$ cat src/rtl/scalar_branch_resolve.sv
// Branch resolution: flag register, condition evaluation, PC redirect handshake and post-redirect flush.
// Optional statistics counters are built when SCALAR_BR_STATS_EN is defined.
module scalar_branch_resolve #(
    parameter int unsigned DATA_W       = 36,
    parameter int unsigned IMM_W        = 25,
    parameter int unsigned FLUSH_CYCLES = 2
) (
    input  logic              clk,
    input  logic              rst,
    input  logic              ex_valid,
    input  logic              ex_set_flags,
    input  logic              ex_zero,
    input  logic              ex_sign,
    input  logic              ex_overflow,
    input  logic              ex_is_branch,
    input  logic              ex_is_jr,
    input  logic [2:0]        ex_cond,
    input  logic [DATA_W-1:0] ex_pc,
    input  logic [IMM_W-1:0]  ex_offset,
    input  logic [DATA_W-1:0] ex_target_reg,
    output logic              redir_valid,
    input  logic              redir_ready,
    output logic [DATA_W-1:0] redir_pc,
    output logic              flush,
    output logic              stall,
    output logic [2:0]        flags,
    output logic [31:0]       br_count,
    output logic [31:0]       taken_count
);

    localparam int unsigned CNT_W = 4;

    typedef enum logic [1:0] {
        IDLE     = 2'd0,
        REDIRECT = 2'd1,
        FLUSH    = 2'd2
    } state_t;

    state_t             state;
    logic [CNT_W-1:0]   flush_cnt;

    logic               eff_z;
    logic               eff_s;
    logic               eff_o;
    logic               cond_ok;
    logic               accept;
    logic               is_ctrl;
    logic               taken;
    logic [DATA_W-1:0]  target;

    // Evaluation flags bypass the register when this instruction also writes them
    always_comb begin
        eff_z = flags[0];
        eff_s = flags[1];
        eff_o = flags[2];
        if (ex_set_flags) begin
            eff_z = ex_zero;
            eff_s = ex_sign;
            eff_o = ex_overflow;
        end
    end

    always_comb begin
        cond_ok = 1'b1;
        case (ex_cond)
            3'd0:    cond_ok = !eff_z;
            3'd1:    cond_ok = eff_z;
            3'd2:    cond_ok = !eff_z && (eff_s == eff_o);
            3'd3:    cond_ok = eff_s != eff_o;
            3'd4:    cond_ok = eff_s == eff_o;
            3'd5:    cond_ok = eff_z || (eff_s != eff_o);
            3'd6:    cond_ok = eff_o;
            default: cond_ok = 1'b1;
        endcase
    end

    always_comb begin
        accept = (state == IDLE) && ex_valid;
        is_ctrl = ex_is_branch || ex_is_jr;
        taken  = accept && (ex_is_jr || (ex_is_branch && cond_ok));
        target = ex_is_jr ? ex_target_reg
                          : ex_pc + DATA_W'(1) + DATA_W'($signed(ex_offset));
    end

    // Redirect FSM; redir_valid/flush/stall are registered alongside the state
    always_ff @(posedge clk or posedge rst) begin
        if (rst) begin
            state       <= IDLE;
            flush_cnt   <= '0;
            redir_valid <= 1'b0;
            redir_pc    <= '0;
            flush       <= 1'b0;
            stall       <= 1'b0;
            flags       <= '0;
        end else begin
            case (state)
                IDLE: begin
                    if (accept && ex_set_flags) begin
                        flags <= {ex_overflow, ex_sign, ex_zero};
                    end
                    if (taken) begin
                        state       <= REDIRECT;
                        redir_pc    <= target;
                        redir_valid <= 1'b1;
                        flush       <= 1'b1;
                        stall       <= 1'b1;
                    end
                end
                REDIRECT: begin
                    if (redir_ready) begin
                        redir_valid <= 1'b0;
                        if (FLUSH_CYCLES == 0) begin
                            state <= IDLE;
                            flush <= 1'b0;
                            stall <= 1'b0;
                        end else begin
                            state     <= FLUSH;
                            flush_cnt <= CNT_W'(FLUSH_CYCLES - 1);
                        end
                    end
                end
                FLUSH: begin
                    if (flush_cnt == '0) begin
                        state <= IDLE;
                        flush <= 1'b0;
                        stall <= 1'b0;
                    end else begin
                        flush_cnt <= flush_cnt - CNT_W'(1);
                    end
                end
                default: begin
                    state       <= IDLE;
                    redir_valid <= 1'b0;
                    flush       <= 1'b0;
                    stall       <= 1'b0;
                end
            endcase
        end
    end

`ifdef SCALAR_BR_STATS_EN
    // Accepted control-flow instructions and the taken subset; both wrap
    always_ff @(posedge clk or posedge rst) begin
        if (rst) begin
            br_count    <= '0;
            taken_count <= '0;
        end else begin
            if (accept && is_ctrl) begin
                br_count <= br_count + 32'd1;
            end
            if (taken) begin
                taken_count <= taken_count + 32'd1;
            end
        end
    end
`else
    assign br_count    = '0;
    assign taken_count = '0;
`endif

endmodule
$ cat config.mk
export PLATFORM = sky130hd
export DESIGN_NAME = scalar_branch_resolve
export DESIGN_NICKNAME = d
export VERILOG_FILES = /design/src/rtl/scalar_branch_resolve.sv
export SDC_FILE = /design/constraint.sdc
export NUM_CORES = 1
export LEC_CHECK = 0
export CORE_MARGIN = 2
export CORE_UTILIZATION = 46
export DETAILED_ROUTE_END_ITERATION = 7
export GPL_TIMING_DRIVEN = 1
export HOLD_SLACK_MARGIN = 0.06
export PLACE_DENSITY = 0.95
export SYNTH_ARGS = -nofsm -noshare
export SYNTH_HDL_FRONTEND = slang
export SYNTH_SLANG_ARGS = --single-unit
$ cat constraint.sdc
create_clock -name clk -period 3.9 [get_ports clk]
set_input_delay 0.39 -clock clk [delete_from_list [all_inputs] [get_ports clk]]
set_output_delay 0.39 -clock clk [all_outputs]
set_load 0.01 [all_outputs]
==> results of run 1 <==
## cells in the final DEF (no fill, tap or decap), types with 6 or more instances in the layout
master / count
dfrtp_1: 47
ha_1: 36
nand2b_1: 10
mux2_2: 6
nand2_1: 34
nand3_1: 16
inv_1: 26
xor2_1: 15
o21ai_0: 20
a21o_1: 14
nand3b_1: 6
xnor2_1: 18
a31oi_1: 8
a21oi_1: 73
clkdlybuf4s50_1: 150
conb_1: 64
o221ai_1: 8
mux2i_1: 6
nor2_1: 60
## worst register-to-register path: stages (launching register included)
cell	delay, ps
dfrtp_1	440
or3_1	380
a21oi_1	160
a211oi_1	80
a31oi_1	150
a41o_2	400
buf_4	380
nor2_1	100
a31oi_1	250
nand3_1	150
## worst paths after layout
kind                             startpoint           end  slack (ps)  cells past startpoint
max in group asynchronous               rst  flush_cnt[2]        2620                      2
worst min-delay path            redir_valid   redir_valid         520                      1
worst min register to register  redir_valid   redir_valid         520                      1
worst max-delay path               ex_pc[0]  redir_pc[34]         520                     13
worst max register to register     flags[1]  redir_pc[29]        1290                      9
min in group asynchronous               rst  redir_pc[20]         670                      2
## metrics by stage
stage	util	setup slack [ps]	hold WS (ps)	power, mW	instances
2_1_floorplan	-	1190	489	1.78	641
3_3_place_gp	0.596	393	490	2.42	844
3_5_place_dp	0.596	263	509	2.46	844
4_1_cts	0.609	576	530	2.89	852
5_1_grt	0.609	364	541	3.07	852
6_report	0.609	518	524	2.88	852
## sequential cells by signal, summed over array words and instances, names as in the netlist
register	count
redir_pc	36
redir_valid	1
flags	3
flush_cnt	4
state	2
stall	1
## cell families after synthesis
logic type,count (synthesis)
simple gates,154
compound gates,179
other cells,1
buf+inv,115
mux,12
fa+ha+maj,37
xor+xnor,33
flops,47
## routing by layer
layer  routed length, um  GRT usage  up-vias
met5                   0          0        -
met4                 295     0.0743        0
met3                 767     0.0254       25
met2                6320      0.394      190
met1                5470      0.292     2130
li1                    -          -     2208
## layout make-up
class                      instances  area, um^2  share of cell area
timing repair buffer             155        1540               0.249
tap                              136         170              0.0276
inverter                          27         101              0.0164
clock inverter                     3        67.6              0.0109
multi-input combinational        479        3060               0.495
clock buffer                       5        68.8              0.0111
sequential                        47        1180               0.190
## power by group through the flow
stage / sequential (mW) / combinational, mW / clock [mW]
6_report: 0.877 / 1.58 / 0.426
5_1_grt: 0.906 / 1.71 / 0.454
4_1_cts: 0.878 / 1.58 / 0.436
3_5_place_dp: 0.888 / 1.57 / 0
3_3_place_gp: 0.880 / 1.54 / 0
2_1_floorplan: 0.961 / 0.820 / 0
==> metrics, run 1 <==
status=finished, final reports clean; filler instances=875; post-CTS sizing=0; Final Instance Area=0.00618 mm^2; Psw=~1.1 mW; Synth Area in XOR/XNOR=0.0611; Pleak=roughly 2.7 nW; Final setup viols=0; share of cells above drive strength 1=0.0461; CTS Buffer Depth=2; Max Freq=~300 MHz; final slew viol count=0; Distinct cells, synth=between 60 and 70; Die H=approximately 110 um; Area Growth Syn to Fin=30.6%; Worst Clk Skew=6.03 ps; first-pass GRT wire length=roughly 21 mm; Hold Vio Cnt, Final=0; routability cong.=about 0.91; DRT Wirelength=12.9 mm; Synth async-reset ratio=1.00; Most used DFF post-synth=dfrtp_1; cell type with the highest aggregate area in the netlist=dfrtp_1; DRC errors left=0; post-synth top area share=0.249; final period utilization=0.867; post-CTS setup buffers=0; unrepaired setup endpoints after global routing=false; largest stage delay on the critical path=around 460 ps; Reg clk slew, reported paths=90 ps; TritonRoute pass-1 iters=4; Cells after Synth=roughly 580; Mapped Area=0.00473 mm^2; CP Max Fanout=3; Gate power share=0.548; top post-synthesis cells by area=dfrtp_1 (25%), buf_4 (10%), ha_1 (9.5%); kind of critical path=in -> reg; largest net degree at the start of global routing=65; Vias/cell=around 5.3; die area=roughly 0.011 mm^2; Std-Cell Core Area=roughly 0.010 mm^2; largest family of logic cells by synthesized area=compound AO/OA/AOI/OAI gates; multiplexer area fraction after synthesis=0.0270; Crit. End Element=flip-flop; WP data arrival=approximately 3500 ps; adder-cell share of the synthesized area=0.0995; number of top-level pins=216; Crit-path slowest cell=clkdlybuf4s50_1; mean post-synth cell area=8.18 um^2; Port Buffers=around 150; complex-gate fraction of the synthesized area=0.255; hpwl dp=about 10 mm; Site Rows=37; Post-synth EDFFs=0; clk_lat worst skew=roughly 300 ps; cts hold-fix bufs=0; Clock power frac=0.148; TritonCTS buffer count=5; switching share of power=0.373; CTS H-tree depth=2; vias in the first global route=around 4300; Remaining Overflow, GRT=0; flops & latches, synth=47; peak supply drop=between 0.0002 and 0.0003 V; CTS tree=yes; PwrDens=466 mW/mm^2; drt initial violations=224; number of diodes=0; Post-Synth Simple-Gate Area=0.153; Worst Tran Pin Value=about 1000 ps; routed len/inst=between 15 and 20 um; crit-path cells=clkdlybuf4s50_1, inv_1, ha_1, fa_1, nor2b_1, o2111ai_1, a21oi_1, o21ai_1, a21boi_1, a41oi_1, o31ai_1, xnor2_1, o221ai_1; synth warn=0; gr usage total=0.227; required time worst endpoint=about 4100 ps; most common library cells after synthesis=a21oi_1 (73), buf_4 (65), nor2_1 (60), dfrtp_1 (47), ha_1 (36); Worst setup SP type=primary input; Horiz. Die Dim=approximately 110 um; Tmin final=around 3400 ps; MaxCap Viol Count=0; Detail Route Antenna Nets=0; Slew headroom=0.323; Seq/Total Area, Yosys=0.249; internal power=between 1.5 and 2 mW; sequential power share=0.304; Buf+Inv Stages, Crit Path=2; Post-DP Area=a little over 0.006 mm^2; CTS Sinks=47; Tightest Hold Check Type=reg -> reg; initial antenna violation count=0; final net count=approximately 860; Vias=around 4600; Initial Util=0.466; setup_tns=0 ps; top-count cell post-synth=a21oi_1; family with the most delay on the worst path=compound AO/OA/AOI/OAI gates; root buffer cell=clkbuf_8
No activity file was read; power rests on OpenSTA's default activity.
==> run 2, diff against run 1 <==
Settings changed: CORE_MARGIN 2 to 3.
==> run 2 against run 1 <==
  * Cell area fell by 0.75%
  * Maximum frequency is 3.7% higher
  * Sequential share of layout area rose by 0.14 points
  * Worst hold slack worse by 7.7 ps
  * First-iteration DRC count up 27%
==> metrics, run 2 (synthesis results as in run 1) <==
status=finished, final reports clean; PwrDens=around 450 mW/mm^2; Final Non-Filler Cells=between 800 and 900; Worst Tran Pin Value=slightly above 1000 ps; Reg clk slew, reported paths=~100 ps; Pleak=about 2.7 nW; Horiz. Die Dim=107 um; CP Launch Point=ex_pc[0]; hold slack=between 500 and 600 ps; Hold Vio Cnt, Final=0; routed len/inst=15.2 um; placed cells=840; top flop regs=redir_pc: 36 flops, flush_cnt: 4 flops, flags: 3 flops; post-CTS setup buffers=0; Crit. End Element=flip-flop; Std-Cell Core Area=approximately 0.01 mm^2; peak supply drop=~0.00027 V; Post-DP Area=just over 0.006 mm^2; CTS tree=yes; setup_tns=0 ps; CP Max Fanout=3; FF-to-FF path depth=9; drt initial violations=roughly 280; filler instances=approximately 840; Die H=about 110 um; commonest non-fill, non-tap cell in the layout=clkdlybuf4s50_1; MaxCap Viol Count=0; Tmin final=3260 ps; Final Instance Area=0.00613 mm^2; cts hold-fix bufs=0; Slew headroom=0.314; unrepaired setup endpoints after global routing=false; final period utilization=0.836; register area=0.00118 mm^2; number of top-level pins=about 220; most frequent cells in the layout=clkdlybuf4s50_1 (150), a21oi_1 (73), conb_1 (64); final slew viol count=0; Vias/cell=around 5.3; CTS H-tree depth=2; number of diodes=0; required time worst endpoint=4060 ps; largest net degree at the start of global routing=80; WP data arrival=3420 ps; gr usage total=0.212; CTS Sinks=47; die area=0.0115 mm^2; CTS Buffer Depth=2; DRC errors left=0; DRT Wirelength=roughly 13 mm; initial antenna violation count=0; Worst Setup EP=redir_pc[34]; hpwl dp=roughly 10 mm; Site Rows=36; reg-to-reg endpoint=redir_pc[29]; Initial Util=0.479; TritonRoute pass-1 iters=5; Detail Route Antenna Nets=0; root buffer cell=clkbuf_8; share of cells above drive strength 1=0.0448; largest reg by FF count=redir_pc; post-CTS sizing=0; Tot Pwr=2.77 mW; Max Freq=~310 MHz; Final setup viols=0; Vias=approximately 4500; Multi-input gate area=0.00306 mm^2; routability cong.=roughly 0.94; TritonCTS buffer count=5; final net count=~860; vias in the first global route=~4200; Worst setup SP type=primary input; Area Growth Syn to Fin=29.6%; Reg-to-Reg Start=flags[1]; max reg flops=36; setup slack, reg-to-reg=between 1000 and 1500 ps; Worst Clk Skew=between 10 and 15 ps; Port Buffers=~150; clk_lat worst skew=300 ps; Remaining Overflow, GRT=0; Tightest Hold Check Type=reg -> reg; kind of critical path=in -> reg; first-pass GRT wire length=~20 mm
run 2: report_power, final:
group	total, mW	internal (mW)	switching, mW	leakage (nW)
clock	0.299	0.125	0.174	0.0402
combinational	1.60	0.830	0.770	2.11
sequential	0.867	0.724	0.143	0.547
total	2.77	1.68	1.09	2.70
run 2: layout make-up:
class | count | share of cell area
Sequential cell | 47 | 0.192
Clock buffer | 5 | 0.0112
Timing Repair Buffer | 154 | 0.251
Clock inverter | 3 | 0.00327
Multi-Input combinational cell | 479 | 0.498
Inverter | 27 | 0.0165
Tap cell | 133 | 0.0271
run 2: how the worst min path moves through the flow:
stage            startpoint      endpoint  slack (ps)  depth (start not counted)
2_1_floorplan  flush_cnt[0]  flush_cnt[0]         490                          2
3_3_place_gp          stall         stall         480                          1
3_5_place_dp    redir_valid   redir_valid         500                          1
4_1_cts         redir_valid   redir_valid         520                          1
5_1_grt         redir_pc[5]   redir_pc[5]         550                          2
6_report        redir_valid   redir_valid         520                          1
run 2: metal layers:
layer / vias to the layer above / share of wire / track usage
met4: 0 / 0.0034 / 0.0316
met1: 2131 / 0.42 / 0.275
met5: - / 0 / 0
li1: 2204 / - / -
met3: 2 / 0.075 / 0.0300
met2: 185 / 0.50 / 0.381
run 2: worst max-delay path, cell delays in order:
cell	delay, ps
clkdlybuf4s50_1	450
inv_1	40
ha_1	210
fa_1	380
nor2b_1	210
o2111ai_1	180
a21oi_1	340
o21ai_1	140
a21boi_1	280
a41oi_1	220
o31ai_1	330
xnor2_1	150
o221ai_1	110
run 2: per-stage QoR:
step                worst slack [ps]  utilization
global placement                 408        0.612
CTS                              659        0.621
floorplan                       1190            -
finish                           640        0.621
global route                     406        0.621
detailed placement               342        0.612
==> run 3, diff against run 2 <==
Settings changed: CORE_UTILIZATION 46 to 39, PLACE_DENSITY 0.95 to 0.9.
Clock period 3.9 ns to 2.7 ns, I/O delays scaled along.
==> run 3 against run 2 <==
  * Sequential share of layout area down 3.1 points
  * Via count grew 9.9%
  * Largest power group unchanged
  * First-iteration DRC count up 19%
  * Combinational power up 63%
==> metrics, run 3 (synthesis results as in run 1) <==
status=finished, final reports clean; largest reg by FF count=redir_pc; final period utilization=0.974; DRC errors left=0; met3 Usage GRT=0.0352; Final Instance Area=roughly 0.0073 mm^2; drt initial violations=between 300 and 400; gr usage total=0.211; PwrDens=between 600 and 700 mW/mm^2; kind of critical path=in -> reg; root buffer cell=clkbuf_16; reg-to-reg endpoint=redir_pc[29]; Die H=around 120 um; Site Rows=39; Tightest Hold Check Type=in -> async; Gate power share=0.567; switching share of power=0.368; max reg flops=36; Final setup viols=0; Final Non-Filler Cells=~960; Vias=around 5000; Std-Cell Core Area=approximately 0.012 mm^2; Worst Tran Pin Value=602 ps; routed len/inst=roughly 16 um; register area=~0.0012 mm^2; share of cells above drive strength 1=0.211; met2 usage=0.363; Remaining Overflow, GRT=0; Worst Clk Skew=2.17 ps; hpwl dp=roughly 12 mm; Clock power frac=0.158; number of top-level pins=about 220; Pleak=3.41 nW; first-pass GRT wire length=roughly 23 mm; Port Buffers=roughly 150; Reg clk slew, reported paths=~70 ps; Slew headroom=0.599; Vias/cell=5.18; Detail Route Antenna Nets=0; gr busiest metal=met2; CTS Sinks=47; final net count=a little under 1000; routability cong.=about 0.93; FF-to-FF path depth=9; Initial Util=0.407; Hold Vio Cnt, Final=0; TritonCTS buffer count=5; CP Max Fanout=4; number of diodes=0; most frequent cells in the layout=clkdlybuf4s50_1 (131), buf_4 (103), a21oi_1 (64), conb_1 (64), nor2_1 (60); Worst setup SP type=primary input; Psw=~1.7 mW; DRT Wirelength=about 15 mm; cts hold-fix bufs=0; sequential power share=0.275; Area Growth Syn to Fin=55.0%; Multi-input gate area=0.00338 mm^2; vias in the first global route=between 4000 and 5000; Final Core Density=0.631; CTS Buffer Depth=2; peak supply drop=between 0.0003 and 0.0004 V; commonest non-fill, non-tap cell in the layout=clkdlybuf4s50_1; die area=between 0.01 and 0.015 mm^2; fin worst setup slack=a little over 70 ps; Crit. End Element=flip-flop; Reg-to-Reg Start=flags[1]; clk_lat worst skew=about 280 ps; filler instances=978; MaxCap Viol Count=0; Post-DP Area=just under 0.007 mm^2; hold slack=466 ps; TritonRoute pass-1 iters=5; GRT met1 Usage=0.261; placed cells=around 950; Max Freq=380 MHz; CTS tree=yes; largest net degree at the start of global routing=48; initial antenna violation count=0; internal power=between 2 and 3 mW; required time worst endpoint=around 2900 ps; WP data arrival=around 2800 ps; Tmin final=roughly 2600 ps; CTS H-tree depth=2; top flop regs=redir_pc: 36 flops, flush_cnt: 4 flops, flags: 3 flops; setup slack, reg-to-reg=approximately 450 ps; dpl ws=-654 ps; final slew viol count=0; Horiz. Die Dim=around 120 um
-- run 3: cell types whose count changed in the layout (fill, tap and decap cells not counted), moves of 3 or more --
cell	change
dlymetal6s2s_1	+15
ha_4	+11
o21ai_1	-3
clkbuf_8	-4
ha_1	-13
dlygate4sd2_1	+4
a21oi_2	+7
clkdlybuf4s50_1	-19
buf_4	+101
clkbuf_16	+5
o21ai_2	+4
a21oi_1	-9
-- run 3: final cells by class --
cell class	instances	share of cell area
tap	143	0.0244
clock inverter	2	0.00478
inverter	27	0.0138
sequential	47	0.160
timing repair buffer	255	0.317
clock buffer	6	0.0189
multi-input combinational	479	0.461
-- run 3: worst max-delay path: stages --
cell,delay (ps)
clkdlybuf4s50_1,440
ha_2,350
o21a_2,150
o221a_4,220
a211oi_2,80
o41a_4,460
o41ai_4,410
a41oi_2,180
mux2i_1,180
nor2_1,60
-- run 3: per-layer routing --
layer,part of all wire,wire length [um]
met2,0.49,7440
met3,0.074,1120
met5,0,0
met4,0.035,530
met1,0.40,6090
-- run 3: how the worst max path moves through the flow --
stage,from,end,slack (ps),cells past startpoint
floorplan,ex_pc[0],redir_pc[34],110,12
global placement,ex_pc[0],redir_pc[30],-530,14
detailed placement,ex_offset[0],redir_pc[34],-650,13
CTS,ex_pc[8],redir_pc[32],8,12
global route,ex_pc[6],redir_pc[33],-10,10
finish,ex_offset[6],redir_pc[33],70,10
-- run 3: power groups by stage --
stage               logic, mW  registers (mW)  clock network, mW
floorplan                1.19            1.39                  0
global placement         2.43            1.26                  0
detailed placement       2.50            1.28                  0
CTS                      2.54            1.27              0.733
global route             2.84            1.31              0.767
finish                   2.61            1.27              0.725
-- run 3: timing repair --
item | CTS | global route
endpoints found under the hold margin | 0 | 0
gates resized for setup | 22 | 46
setup buffers | 3 | 3
endpoints found under the setup margin | 17 | 18
pin swaps | 16 | 29
-- run 3: per-stage QoR --
step                      TNS [ps]  total power, mW
after global routing         -20.3             4.92
after detailed placement     -8910             3.78
after global placement       -7300             3.69
final                            0             4.61
after CTS                        0             4.54
after floorplan                  0             2.57
